File: src/rtl/axi_stream_pattern_source_pkg.sv
// Shared types for the test-pattern stream source: pixel width, pattern codes, FSM states.
// Latency: n/a (types and pure helper function only).
// Backpressure: n/a.
package pattern_src_pkg;

    localparam int PIXEL_W = 24;

    typedef logic [PIXEL_W-1:0] pixel_t;

    typedef enum logic [1:0] {
        PAT_SOLID   = 2'd0,
        PAT_HRAMP   = 2'd1,
        PAT_CHECKER = 2'd2,
        PAT_BARS    = 2'd3
    } pattern_e;

    typedef enum logic [1:0] {
        IDLE   = 2'd0,
        ACTIVE = 2'd1,
        GAP    = 2'd2
    } state_e;

    // Expand a 3-bit {R,G,B} selector into a full-intensity-or-off 24-bit colour.
    function automatic pixel_t rgb_from_bits(input logic [2:0] b);
        return {{8{b[2]}}, {8{b[1]}}, {8{b[0]}}};
    endfunction

endpackage

File: src/rtl/axi_stream_pattern_source_if.sv
// AXI-Stream video beat bundle: 24-bit RGB pixel plus valid/ready, tlast (EOF) and tuser (SOF).
// Latency: n/a (wires only).
// Backpressure: ready flows slave->master; master holds the beat while valid && !ready.
interface axi_stream_pattern_source_if;
    import pattern_src_pkg::*;

    pixel_t tdata;
    logic   tvalid;
    logic   tlast;
    logic   tuser;
    logic   tready;

    modport master (
        output tdata,
        output tvalid,
        output tlast,
        output tuser,
        input  tready
    );

    modport slave (
        input  tdata,
        input  tvalid,
        input  tlast,
        input  tuser,
        output tready
    );

endinterface

File: src/rtl/axi_stream_pattern_source_pixel_gen.sv
// Colour for one pixel position of the selected test pattern.
// Latency: combinational (0 cycles).
// Backpressure: none; caller decides when the result is registered.
module pattern_pixel_gen
    import pattern_src_pkg::*;
#(
    parameter int LINE_PIXELS = 480
) (
    input  pattern_e    pattern,
    input  logic [15:0] x,
    input  logic [15:0] y,
    output pixel_t      pixel
);

    // Colour-bar index: eight equal-width bars across the line, clipped so rounding can never yield bar 8.
    logic [18:0] x_times8;
    logic [18:0] bar_raw;
    logic [2:0]  bar;
    // Checkerboard only needs bit 3 of the line index (8x8 squares).
    logic        unused_y;

    assign x_times8 = {x, 3'b000};
    assign bar_raw  = x_times8 / 19'(LINE_PIXELS);
    assign bar      = (bar_raw > 19'd7) ? 3'd7 : bar_raw[2:0];
    assign unused_y = ^{y[15:4], y[2:0]};

    // Pattern decode; anything unexpected produces black.
    always_comb begin
        pixel = '0;
        case (pattern)
            PAT_SOLID:   pixel = 24'hFFFFFF;
            PAT_HRAMP:   pixel = {3{x[7:0]}};
            PAT_CHECKER: pixel = (x[3] ^ y[3]) ? 24'hFFFFFF : 24'h000000;
            PAT_BARS:    pixel = rgb_from_bits(bar);
            default:     pixel = '0;
        endcase
    end

endmodule

File: src/rtl/axi_stream_pattern_source.sv
// Frame-based AXI-Stream test-pattern generator (SOLID/HRAMP/CHECKER/BARS) with inter-frame idle gap.
// Latency: first beat 2 cycles after enable is sampled high; pixel registered alongside its beat position.
// Backpressure: beat, tlast and tuser held stable while tvalid && !tready; counters advance only on accept.
// Optional: define PATTERN_SRC_FRAME_XOR_EN to add frame_xor, the XOR of all beats of the last completed frame.
module axi_stream_pattern_source
    import pattern_src_pkg::*;
#(
    parameter int LINE_PIXELS = 480,
    parameter int FRAME_LINES = 272,
    parameter int GAP_CYCLES  = 16
) (
    input  logic                               clk,
    input  logic                               rst_n,
    input  logic                               enable,
    input  logic [1:0]                         pattern_sel,
    axi_stream_pattern_source_if.master        m_axis,
    output logic [31:0]                        frame_count,
    output logic                               busy
`ifdef PATTERN_SRC_FRAME_XOR_EN
    ,
    output logic [31:0]                        frame_xor
`endif
);

    localparam int GAP_W    = (GAP_CYCLES > 1) ? $clog2(GAP_CYCLES) : 1;
    localparam int GAP_LAST = (GAP_CYCLES > 0) ? GAP_CYCLES - 1 : 0;

    localparam logic [15:0]      X_LAST  = 16'(LINE_PIXELS - 1);
    localparam logic [15:0]      Y_LAST  = 16'(FRAME_LINES - 1);
    localparam logic [GAP_W-1:0] GAP_END = GAP_W'(GAP_LAST);

    state_e           state_q, state_d;
    logic [15:0]      x_q, x_d;
    logic [15:0]      y_q, y_d;
    pattern_e         pat_q, pat_d;
    logic [GAP_W-1:0] gap_q, gap_d;
    logic             en_q;
    logic             beat_acc;
    logic             frame_done;
    logic             vld_d;
    pixel_t           pix_d;

    assign beat_acc = m_axis.tvalid & m_axis.tready;
    assign busy     = (state_q != IDLE);

    // Enable is sampled one cycle before it can start a frame.
    always_ff @(posedge clk or negedge rst_n) begin
        if (!rst_n) begin
            en_q <= 1'b0;
        end else begin
            en_q <= enable;
        end
    end

    // FSM, position counters, latched pattern and gap counter.
    always_ff @(posedge clk or negedge rst_n) begin
        if (!rst_n) begin
            state_q <= IDLE;
            x_q     <= '0;
            y_q     <= '0;
            pat_q   <= PAT_SOLID;
            gap_q   <= '0;
        end else begin
            state_q <= state_d;
            x_q     <= x_d;
            y_q     <= y_d;
            pat_q   <= pat_d;
            gap_q   <= gap_d;
        end
    end

    // Next-state and counter advance; pattern_sel is only captured when a frame is about to start.
    always_comb begin
        state_d    = state_q;
        x_d        = x_q;
        y_d        = y_q;
        pat_d      = pat_q;
        gap_d      = gap_q;
        frame_done = 1'b0;
        unique case (state_q)
            IDLE: begin
                if (en_q) begin
                    state_d = ACTIVE;
                    pat_d   = pattern_e'(pattern_sel);
                    x_d     = '0;
                    y_d     = '0;
                end
            end
            ACTIVE: begin
                if (beat_acc) begin
                    if (x_q == X_LAST) begin
                        x_d = '0;
                        if (y_q == Y_LAST) begin
                            y_d        = '0;
                            frame_done = 1'b1;
                            if (GAP_CYCLES > 0) begin
                                state_d = GAP;
                                gap_d   = '0;
                            end else if (en_q) begin
                                pat_d = pattern_e'(pattern_sel);
                            end else begin
                                state_d = IDLE;
                            end
                        end else begin
                            y_d = y_q + 16'd1;
                        end
                    end else begin
                        x_d = x_q + 16'd1;
                    end
                end
            end
            GAP: begin
                if (gap_q == GAP_END) begin
                    gap_d = '0;
                    if (en_q) begin
                        state_d = ACTIVE;
                        pat_d   = pattern_e'(pattern_sel);
                    end else begin
                        state_d = IDLE;
                    end
                end else begin
                    gap_d = gap_q + GAP_W'(1);
                end
            end
            default: begin
                state_d = IDLE;
            end
        endcase
    end

    // Pixel for the position the stream will present next cycle, so the registered beat has no extra latency.
    pattern_pixel_gen #(
        .LINE_PIXELS (LINE_PIXELS)
    ) u_pixel_gen (
        .pattern (pat_d),
        .x       (x_d),
        .y       (y_d),
        .pixel   (pix_d)
    );

    assign vld_d = (state_d == ACTIVE);

    // Registered stream outputs; all zero whenever no beat is offered.
    always_ff @(posedge clk or negedge rst_n) begin
        if (!rst_n) begin
            m_axis.tvalid <= 1'b0;
            m_axis.tdata  <= '0;
            m_axis.tuser  <= 1'b0;
            m_axis.tlast  <= 1'b0;
        end else begin
            m_axis.tvalid <= vld_d;
            m_axis.tdata  <= vld_d ? pix_d : '0;
            m_axis.tuser  <= vld_d && (x_d == 16'd0) && (y_d == 16'd0);
            m_axis.tlast  <= vld_d && (x_d == X_LAST) && (y_d == Y_LAST);
        end
    end

    // Completed-frame counter, wraps naturally.
    always_ff @(posedge clk or negedge rst_n) begin
        if (!rst_n) begin
            frame_count <= '0;
        end else if (frame_done) begin
            frame_count <= frame_count + 32'd1;
        end
    end

`ifdef PATTERN_SRC_FRAME_XOR_EN
    logic [31:0] xor_acc_q;
    logic [31:0] xor_acc_d;

    // SOF beat restarts the running XOR so a frame's signature never includes the previous frame.
    assign xor_acc_d = m_axis.tuser ? {8'd0, m_axis.tdata}
                                    : (xor_acc_q ^ {8'd0, m_axis.tdata});

    // Running XOR per accepted beat; published on the accepted EOF beat.
    always_ff @(posedge clk or negedge rst_n) begin
        if (!rst_n) begin
            xor_acc_q <= '0;
            frame_xor <= '0;
        end else if (beat_acc) begin
            xor_acc_q <= xor_acc_d;
            if (m_axis.tlast) begin
                frame_xor <= xor_acc_d;
            end
        end
    end
`endif

endmodule

File: src/flat_wrapper.sv
// flat-port wrapper written by rule: the top's interface ports become plain ports
module axi_stream_pattern_source_flat import pattern_src_pkg::*;
#(
    parameter int LINE_PIXELS = 480,
    parameter int FRAME_LINES = 272,
    parameter int GAP_CYCLES  = 16
)
  (clk, rst_n, enable, pattern_sel, frame_count, busy, m_axis_tdata, m_axis_tvalid, m_axis_tlast, m_axis_tuser, m_axis_tready);
  axi_stream_pattern_source_if m_axis_i ();
  input  logic clk;
  input  logic rst_n;
  input  logic enable;
  input  logic [1:0] pattern_sel;
  output logic [31:0] frame_count;
  output logic busy;
  output wire logic [$bits(m_axis_i.tdata)-1:0] m_axis_tdata;
  output wire logic [$bits(m_axis_i.tvalid)-1:0] m_axis_tvalid;
  output wire logic [$bits(m_axis_i.tlast)-1:0] m_axis_tlast;
  output wire logic [$bits(m_axis_i.tuser)-1:0] m_axis_tuser;
  input wire logic [$bits(m_axis_i.tready)-1:0] m_axis_tready;
  assign m_axis_tdata = m_axis_i.tdata;
  assign m_axis_tvalid = m_axis_i.tvalid;
  assign m_axis_tlast = m_axis_i.tlast;
  assign m_axis_tuser = m_axis_i.tuser;
  assign m_axis_i.tready = m_axis_tready;
  axi_stream_pattern_source #(.LINE_PIXELS(LINE_PIXELS), .FRAME_LINES(FRAME_LINES), .GAP_CYCLES(GAP_CYCLES)) u_core (.clk(clk), .rst_n(rst_n), .enable(enable), .pattern_sel(pattern_sel), .m_axis(m_axis_i), .frame_count(frame_count), .busy(busy));
endmodule
File: config.mk
export PLATFORM = sky130hd
export DESIGN_NAME = axi_stream_pattern_source_flat
export DESIGN_NICKNAME = d
export VERILOG_FILES = /design/src/rtl/axi_stream_pattern_source_pkg.sv /design/src/rtl/axi_stream_pattern_source_if.sv /design/src/rtl/axi_stream_pattern_source_pixel_gen.sv /design/src/rtl/axi_stream_pattern_source.sv /design/src/flat_wrapper.sv
export SDC_FILE = /design/constraint.sdc
export NUM_CORES = 1
export LEC_CHECK = 0
export BUFFER_PORTS_ARGS = -buffer_cell sky130_fd_sc_hd__buf_2
export CAP_MARGIN = 10
export CELL_PAD_IN_SITES_DETAIL_PLACEMENT = 1
export CELL_PAD_IN_SITES_GLOBAL_PLACEMENT = 1
export CORE_MARGIN = 1
export CORE_UTILIZATION = 49
export DETAILED_ROUTE_END_ITERATION = 10
export PLACE_DENSITY = 0.85
export SYNTH_ARGS = -nofsm -noshare
export SYNTH_HDL_FRONTEND = slang
export SYNTH_HIERARCHICAL = 1
export SYNTH_SLANG_ARGS = --single-unit
File: constraint.sdc
create_clock -name clk -period 12.7 [get_ports clk]
set_input_delay 1.27 -clock clk [delete_from_list [all_inputs] [get_ports clk]]
set_output_delay 1.27 -clock clk [all_outputs]
set_load 0.01 [all_outputs]
==> impl_metrics.env <==
export IMPL_outcome="complete, no violations"
export IMPL_num_vias=6188
export IMPL_overflow=0
export IMPL_r2r_start="u_core/x_q[4]"
export IMPL_yosysUniqueCellTypes=93
export IMPL_cts_repair_resized=0
export IMPL_ys_seq_area_share_pct=37.9
export IMPL_postCtsSetupBuffers=0
export IMPL_worst_ep_arrival_time_ps=7420
export IMPL_worstReg2RegEnd="u_core/m_axis.tdata[7]"
export IMPL_synth_compound_area_share_pct=20.4
export IMPL_clkTransAtPathRegs_ps=70
export IMPL_synth_top_cell_by_area="dfrtp_1"
export IMPL_die_area_um2=13900
export IMPL_cap_violations=0
export IMPL_synth_edf_count=0
export IMPL_pre_cts_ws_ps=5290
export IMPL_synthCells=739
export IMPL_finClkSkew_ps=10.1
export IMPL_grt_pass1_wl_um=33200
export IMPL_grt_max_degree=76
export IMPL_switchingPower_w=0.000369
export IMPL_start_kind="input port"
export IMPL_antenna_found_initial=0
export IMPL_clock_latency_ps=350
export IMPL_wirelength_um=20200
export IMPL_finalSetupViolations=0
export IMPL_synth_seq_cells=100
export IMPL_power_leakage_nw=3.24
export IMPL_synth_xor_area_share_pct=6.10
export IMPL_final_nets=801
export IMPL_final_cell_mix="dfrtp_1, nand2_1, buf_2"
export IMPL_clock_fmax_mhz=139
export IMPL_grt_pass1_vias=6396
export IMPL_power_internal_w=0.000661
export IMPL_initial_core_util_pct=50.1
export IMPL_synth_area_um2=6600
export IMPL_yosys_warnings=6
export IMPL_pwr_share_clk_pct=27.9
export IMPL_dp_hpwl_um=14700
export IMPL_peakVddDrop_v=0.0000997
export IMPL_rsz0062_at_grt="false"
export IMPL_relSlewSlack_pct=20.8
export IMPL_syn_nets=749
export IMPL_synth_top_cell_area_share_pct=37.9
export IMPL_drt_vias_per_instance=6.37
export IMPL_grt_use_total_pct=29.7
export IMPL_io_buffers=65
export IMPL_cp_data_required_time_ps=12930
export IMPL_worstMarginPinSlew_ps=1190
export IMPL_power_density_nw_per_um2=140
export IMPL_htreeDepth=3
export IMPL_cts_sinks=100
export IMPL_first_pass_iters=4
export IMPL_cts_tree="built"
export IMPL_core_um2=13200
export IMPL_switching_share_pct=35.8
export IMPL_hold_buffers=0
export IMPL_cts_buffers=9
export IMPL_drc=0
export IMPL_final_max_slew_viol_count=0
export IMPL_clockRootBuffer="clkbuf_16"
export IMPL_antenna_cells=0
export IMPL_worstSetupPathType="in2reg"
export IMPL_endpoint="u_core/m_axis.tdata[9]"
export IMPL_grt_met3_usage_pct=3.92
export IMPL_synth_ff_type="dfrtp_1"
export IMPL_fin_ws_ps=5510
export IMPL_p_seq_share_pct=38.9
export IMPL_final_common_cell="dfrtp_1"
export IMPL_cp_max_fo=16
export IMPL_synthMuxAreaShare_pct=2.12
export IMPL_area_growth_pct=11.7
export IMPL_startpoint="m_axis_tready"
export IMPL_synthSimpleGateAreaFrac_pct=28.2
export IMPL_synth_area_leaders="dfrtp_1, xnor2_1, nand2_1"
export IMPL_reg2regPathDepth=20
export IMPL_grtUsageMet2_pct=52.8
export IMPL_die_y_um=118
export IMPL_grt_util_met1_pct=36.2
export IMPL_ff2ff_setup_slack_ps=5850
export IMPL_synthAdderAreaFrac_pct=1.40
export IMPL_ios=66
export IMPL_period_minus_slack_ps=7190
export IMPL_cts_buffer_depth=2
export IMPL_async_flop_share_pct=100
export IMPL_end_kind="flop"
export IMPL_hold_path_class="reg2reg"
export IMPL_drt_initial_drc_count=447
export IMPL_synth_top_family_by_area="simple AND/OR/NAND/NOR gates"
export IMPL_comb_power_share_pct=33.1
export IMPL_die_x_um=118
export IMPL_placementRows=42
export IMPL_wire_per_inst_um=20.8
export IMPL_final_hold_viol_count=0
export IMPL_avgSynthCellArea_um2=8.93
export IMPL_busiest_layer="met2"
export IMPL_drive_above_1_share_pct=17.3
export IMPL_post_route_period_util_pct=56.6
export IMPL_finalSetupTns_ps=0
export IMPL_gp_congestion=0.930
export IMPL_ant_nets=0
==> registers in the layout (all words and copies together) (netlist names) <==
signal	flops
u_core/m_axis.tuser	1
u_core/m_axis.tlast	1
u_core/gap_q	4
u_core/pat_q	2
u_core/m_axis.tdata	24
u_core/m_axis.tvalid	1
u_core/x_q	16
u_core/y_q	16
u_core/state_q	2
u_core/en_q	1
u_core/frame_count	32
==> routing by layer <==
| metal | up-vias | part of all wire (%) | wire, µm |
|---|---|---|---|
| met1 | 3117 | 41 | 8350 |
| met2 | 176 | 53 | 10600 |
| li1 | 2849 | - | - |
| met3 | 46 | 3.7 | 748 |
| met5 | - | 0 | 0 |
| met4 | 0 | 2.3 | 471 |
==> synth_stat cells (6+ instances only) <==
cell type,n
a21oi_1,19
o21ai_1,7
and4_1,10
mux2_2,6
a22oi_1,6
nand3_1,50
nand2_1,77
inv_1,20
o211ai_1,9
a21o_1,13
and3_1,19
nor3_1,18
nor4_1,14
xnor2_1,34
o21ai_0,42
buf_2,7
a31oi_1,8
nor2_1,34
or4_1,6
xor2_1,12
a211oi_1,6
nand4_1,30
nor2b_1,29
dfrtp_1,100
and2_1,12
clkbuf_1,20
==> per-stage QoR <==
stage	power, W	cells	instance area [µm²]	util (%)	hold WS [ps]
6_report	0.00103	972	7380	55.9	472
5_1_grt	0.00108	972	7380	55.9	483
3_5_place_dp	0.000739	956	7070	53.6	459
4_1_cts	0.00103	972	7380	55.9	473
3_3_place_gp	0.000719	956	7070	53.6	455
2_1_floorplan	0.000617	739	6600	-	461
==> layout make-up <==
| class | count | area, µm² |
|---|---|---|
| Clock inverter | 4 | 55.1 |
| Tap cell | 176 | 220 |
| Fill cell | 1562 | 5810 |
| Inverter | 20 | 75.1 |
| Multi-Input combinational cell | 582 | 3840 |
| Sequential cell | 100 | 2500 |
| Timing Repair Buffer | 78 | 425 |
| Clock buffer | 12 | 256 |
==> critical path, stage by stage <==
cell      delay, ps
buf_2           120
and3_1          300
nand2_1         360
o21ai_1         620
nor3_1          110
o21bai_1        480
and3_1          390
a211o_1         370
nand3_1         130
nand2_1          60
a211oi_1        750
nor4_1          200
maj3_1          400
o21ai_2         210
nor2_2          120
or4b_1          560
nor2_1          170
nor2_1          110
o31ai_4         400
nand2_1         120
nor2b_1         150
==> cell families after synthesis <==
| family | Yosys count |
|---|---|
| xor gates and xnor gates | 46 |
| adders and majority gates | 8 |
| buffers and inverters | 57 |
| and+or+nand+nor | 337 |
| AOI/OAI and AO/OA | 179 |
| muxes | 12 |
| DFF | 100 |
==> power by group through the flow <==
stage	logic (W)	clock network, W	registers, W
2_1_floorplan	0.000202	0	0.000415
3_3_place_gp	0.000316	0	0.000402
3_5_place_dp	0.000332	0	0.000406
4_1_cts	0.000341	0.000293	0.000401
5_1_grt	0.000370	0.000303	0.000406
6_report	0.000341	0.000288	0.000401
==> how the worst min path moves through the flow <==
stage	startpoint	slack, ps	cells past startpoint	end
after floorplan	u_core/gap_q[3]	460	1	u_core/gap_q[3]
after global placement	u_core/frame_count[31]	460	1	u_core/frame_count[31]
after detailed placement	u_core/frame_count[31]	460	1	u_core/frame_count[31]
after CTS	u_core/frame_count[31]	470	1	u_core/frame_count[31]
after global routing	u_core/frame_count[31]	480	1	u_core/frame_count[31]
final	u_core/frame_count[31]	470	1	u_core/frame_count[31]
No activity file was read; power rests on OpenSTA's default activity.
